--- config.mk ---
export PLATFORM = sky130hd
export DESIGN_NAME = add_round_keys_flat
export DESIGN_NICKNAME = d
export VERILOG_FILES = /design/src/rtl/add_round_keys_if.sv /design/src/rtl/add_round_keys.sv /design/src/flat_wrapper.sv
export SDC_FILE = /design/constraint.sdc
export NUM_CORES = 1
export LEC_CHECK = 0
export ABC_AREA = 1
export CORE_AREA = 2 2 155 157
export DETAILED_ROUTE_END_ITERATION = 10
export DIE_AREA = 0 0 157 159
export PLACE_DENSITY = 0.68
export SYNTH_ARGS = -nofsm -noshare
export SYNTH_HDL_FRONTEND = slang
export SYNTH_SLANG_ARGS = --single-unit
--- constraint.sdc ---
create_clock -name clk -period 0.8 [get_ports clk]
set_input_delay 0.12 -clock clk [delete_from_list [all_inputs] [get_ports clk]]
set_output_delay 0.12 -clock clk [all_outputs]
set_load 0.01 [all_outputs]
--- src/rtl/add_round_keys_if.sv ---
// Bus bundle for the AddRoundKey stage: state/tag and key in, registered result out.
interface add_round_keys_if;
  logic         enable;
  logic [131:0] data_in;   // [131:128] round tag, [127:0] AES state
  logic [127:0] key_in;    // round key, byte 0 in [127:120]
  logic [131:0] data_out;  // [131:128] tag, [127:0] state ^ key

  // Upstream side: drives state, key and enable, observes the result.
  modport master (
    output enable,
    output data_in,
    output key_in,
    input  data_out
  );

  // Stage side: consumes state, key and enable, drives the registered result.
  modport slave (
    input  enable,
    input  data_in,
    input  key_in,
    output data_out
  );
endinterface

--- src/rtl/add_round_keys.sv ---
// AES AddRoundKey stage: 128-bit state XOR round key, 4-bit round tag carried
// through untouched, one register of latency with hold on enable=0.
module add_round_keys (
  input  logic             clk,
  input  logic             n_rst,
  add_round_keys_if.slave  bus
);

  localparam int unsigned StateWidth = 128;
  localparam int unsigned TagWidth   = 4;
  localparam int unsigned NumBytes   = StateWidth / 8;
  localparam int unsigned OutWidth   = StateWidth + TagWidth;

  logic [StateWidth-1:0] state_xor;
  logic [OutWidth-1:0]   result;
  logic [OutWidth-1:0]   out_reg;

  // Byte-lane XOR of state and key; lanes are independent, no carries.
  always_comb begin
    state_xor = '0;
    for (int b = 0; b < NumBytes; b++) begin
      state_xor[b*8 +: 8] = bus.data_in[b*8 +: 8] ^ bus.key_in[b*8 +: 8];
    end
  end

  // Assemble next output: tag passes straight through, never keyed.
  always_comb begin
    result = {bus.data_in[OutWidth-1:StateWidth], state_xor};
  end

  // Output register: async clear, capture only on enabled edges.
  always_ff @(posedge clk or negedge n_rst) begin
    if (!n_rst) begin
      out_reg <= '0;
    end else if (bus.enable) begin
      out_reg <= result;
    end
  end

  assign bus.data_out = out_reg;

endmodule

--- src/flat_wrapper.sv ---
// flat-port wrapper written by rule: the top's interface ports become plain ports
module add_round_keys_flat 
  (clk, n_rst, bus_enable, bus_data_in, bus_key_in, bus_data_out);
  add_round_keys_if bus_i ();
  input  logic clk;
  input  logic n_rst;
  input wire logic [$bits(bus_i.enable)-1:0] bus_enable;
  input wire logic [$bits(bus_i.data_in)-1:0] bus_data_in;
  input wire logic [$bits(bus_i.key_in)-1:0] bus_key_in;
  output wire logic [$bits(bus_i.data_out)-1:0] bus_data_out;
  assign bus_i.enable = bus_enable;
  assign bus_i.data_in = bus_data_in;
  assign bus_i.key_in = bus_key_in;
  assign bus_data_out = bus_i.data_out;
  add_round_keys u_core (.clk(clk), .n_rst(n_rst), .bus(bus_i));
endmodule
**Yosys cells after proc, flatten, opt, wreduce, memory -nomap -nowiden**

Cells that the tools add are included.

- Logic and storage cells: 17
- Register bits: 132
- Output and inout port bits: 132
- Input bits: 263

- Bitwise logic cells: 16

Operators with widths:

| cell | count |
|---|---|
| XOR 8 bit | 16 |

**Depth between registers and ports, before layout**

- Word-level depth: 1
- Mapped depth: 6
- Depth with buffers taken out: 4

**Worst setup path before layout**

OpenSTA, ideal clock, no wires.

- Path kind: input to register
- Start point: input port bus_enable
- End point: register u_core.out_reg[100] (netlist: u_core.bus.data_out[100])
- Buffers on the path: 3
- Setup time: 0.117 ns
- Required time: 0.683 ns
- Stages: 5
- Path slack: 0.024 ns
- Data arrival time: 0.658 ns
- Cells stage by stage: buf_4 buf_6 buf_2 nand3_1 nand2_1

RTL lines:

| item | RTL line | text |
|---|---|---|
| start: declaration | flat_wrapper.sv:7 | `input wire logic [$bits(bus_i.enable)-1:0] bus_enable;` |
| end signal: assignment | add_round_keys.sv:36 | `out_reg <= result;` |
| end: declaration | add_round_keys.sv:16 | `logic [OutWidth-1:0] out_reg;` |

**Worst setup path in the final report**

- Start point: register u_core.out_reg[121] (netlist: u_core.bus.data_out[121])
- End point: output port bus_data_out[121]

RTL lines:

| item | RTL line | text |
|---|---|---|
| end: declaration | flat_wrapper.sv:10 | `output wire logic [$bits(bus_i.data_out)-1:0] bus_data_out;` |

No word-level cell between the ends.

==> out/results.tsv <==
stage	metric	value	unit
run_status	status	complete, but fails checks	
run_status	failing checks	setup timing	
global_route	vias in the first global route	7567	
critical_path	worst path bufs/invs	1	
critical_path	critical path type	reg2out	
sta	Least-Margin Pin Slew	0.266	ns
cts	TritonCTS clock tree	done	
critical_path	CP Cell Sequence	buf_6	
synth	ys async rst share	100	%
final_layout	Core Util, Final	53.6	%
synth	post-synthesis cell type count	8	
min_path	Worst Hold Class	in2reg	
synth	flops & latches, synth	132	
cts	clk buf depth	2	
synth	sequential-to-total area share from yosys stat	46.6	%
cts	clk sinks	132	
power_and_ir_drop	P_leak	7.12	nW
floorplan	# rows	56	
global_route	GR Overflow Total	0	
sta	final clock skew	0	ns
placement	PortBufs	394	
final_layout	area delta synth->final	75.3	%
cts	clk slew on worst S/H paths	0.06	ns
placement	global placement routability congestion	0.799	
power_and_ir_drop	Pwr Density	1770	nW/um^2
critical_path	CP endpoint kind	output port	
critical_path	Critical Path RT	0.68	ns
synth	count leader, synth	nand2_1	
floorplan	Die Y	159	um
global_route	antenna violations before repair	0	
final_layout	# diodes	0	
sta	Achievable Freq	912	MHz
route	vias per inst	4.14	
synth	Commonest cells post-synth	nand2_1 (524), inv_1 (256), dfrtp_1 (132), nand3_1 (128), buf_2 (18)	
sta	fin crit share	137	%
placement	dpl hpwl	19100	um
synth	Yosys top cell by area	dfrtp_1	
final_layout	fraction of layout cells with a size suffix above 1	16.9	%
cts	total CTS buffers	17	
floorplan	core region area	23200	sq um
synth	leading post-synthesis cells by cell area	dfrtp_1 (47%), nand2_1 (28%), inv_1 (14%)	
critical_path	crit path max fanout	2	
run	Max Cap Viol	0	
power_and_ir_drop	Total Power Consumption	22.0	mW
route	via count	7765	
sta	RSZ-0062 raised after global routing	yes	
final_layout	Nets	1807	
route	Routed WL per cell	13.4	um
floorplan	Die W	157	um
floorplan	DIE AREA	25000	sq um
sta	final setup margin	-0.297	ns
synth	Main synth FF type	dfrtp_1	
route	DRC errors left	0	
critical_path	cell family with most CP delay	flip-flops	
final_layout	Layout Cells excl Fill	1874	
sta	Hold Slack	0.0621	ns
route	DR iter-0 viols	317	
cts	root buffer cell	clkbuf_16	
global_route	All-Layer GR Usage	19.8	%
sta	min cycle time layout	1.10	ns
route	first drt pass iteration count	4	
sta	Slew headroom	82.3	%
synth	Post-synth EDFFs	0	
critical_path	crit path DAT	0.98	ns
synth	post-synthesis cell area	7090	sq um
placement	Inst Count DP	1782	
route	Post-DRT Antenna Nets	0	
synth	area share of the largest cell type after synthesis	46.6	%
synth	Post-Synthesis Cells	1070	
floorplan	IO Pins	395	
cts	clock latency on the worst-skew pair	0.41	ns
floorplan	initial core utilization	30.6	%
final_layout	max reg flops	132	
synth	Synth Warn #	0	
cts	H-tree levels	4	
global_route	largest net degree at the start of global routing	52	
synth	Mean Syn Cell Area	6.62	sq um
route	routed wire length	25100	um
power_and_ir_drop	Peak supply drop	0.00114	V
critical_path	critical path's slowest cell	dfrtp_1	
sta	pins over their slew limit	0	
sta	Hold Vio Cnt, Final	0	
sta	Setup Viol. Count Final	145	
critical_path	largest stage delay on the critical path	0.43	ns
critical_path	startpoint types	flip-flop	
global_route	first-pass GRT wire length	38600	um
synth	Mapped Nets	1333	
[final cells by class]
| class | instances | area (sq um) |
|---|---|---|
| Fill cell | 2194 | 10800 |
| Tap cell | 319 | 399 |
| Timing Repair Buffer | 484 | 4480 |
| Multi-Input combinational cell | 652 | 2630 |
| Clock inverter | 12 | 205 |
| Clock buffer | 18 | 439 |
| Sequential cell | 132 | 3300 |
| Inverter | 257 | 967 |
[report_power, final]
group / switching (mW) / internal (mW)
Sequential: 0.429 / 7.38
Clock: 3.17 / 5.61
Combinational: 2.32 / 3.12
Total: 5.93 / 16.1
[final timing paths]
check	start	depth (start not counted)	endpoint	slack, ns
max	u_core.bus.data_out[121]	1	bus_data_out[121]	-0.30
min reg2reg	u_core.bus.data_out[6]	2	u_core.bus.data_out[6]	0.47
min	bus_enable	3	u_core.bus.data_out[38]	0.06
min in group asynchronous	n_rst	2	u_core.bus.data_out[126]	0.11
max in group asynchronous	n_rst	3	u_core.bus.data_out[54]	0.19
max reg2reg	u_core.bus.data_out[26]	4	u_core.bus.data_out[26]	-0.06
[cells in the final DEF (no fill, tap or decap), drive strengths merged]
| cell type | instances |
|---|---|
| nand2 | 524 |
| clkdlybuf4s50 | 260 |
| inv | 258 |
| buf | 223 |
| dfrtp | 132 |
| nand3 | 128 |
| clkbuf | 18 |
| bufinv | 5 |
| clkinv | 4 |
| clkinvlp | 2 |
| dlygate4sd3 | 1 |
[layer usage]
layer  up-vias  share of wire (%)  global-route usage [%]
met5         -                  0                       0
met4         0                2.0                    6.05
li1       4047                  -                       -
met3        28                 10                    8.17
met2       294                 49                    35.1
met1      3396                 38                    21.5
[cell families after synthesis]
logic type             count (synthesis)  synth area share (%)
and+or+nand+nor                      652                  36.8
buffers and inverters                286                  16.6
DFF                                  132                  46.6
[metrics by stage]
stage	TNS, ns	cell area, sq um	setup slack (ns)
after floorplan	0	7090	0.0243
after global placement	-39.12	11500	-0.277
after detailed placement	-40.67	11500	-0.265
after CTS	-36.30	12000	-0.341
after global routing	-39.91	12400	-0.353
final	-32.77	12400	-0.297
[timing repair]
action                     CTS  global route
setup buffers               25            36
gates cloned                 0             0
hold endpoints to repair   132             0
setup endpoints to repair  132           132
gates resized for setup    571            39
pin swaps                    0            10
hold buffers                 1             0
No activity file was read; power rests on OpenSTA's default activity.
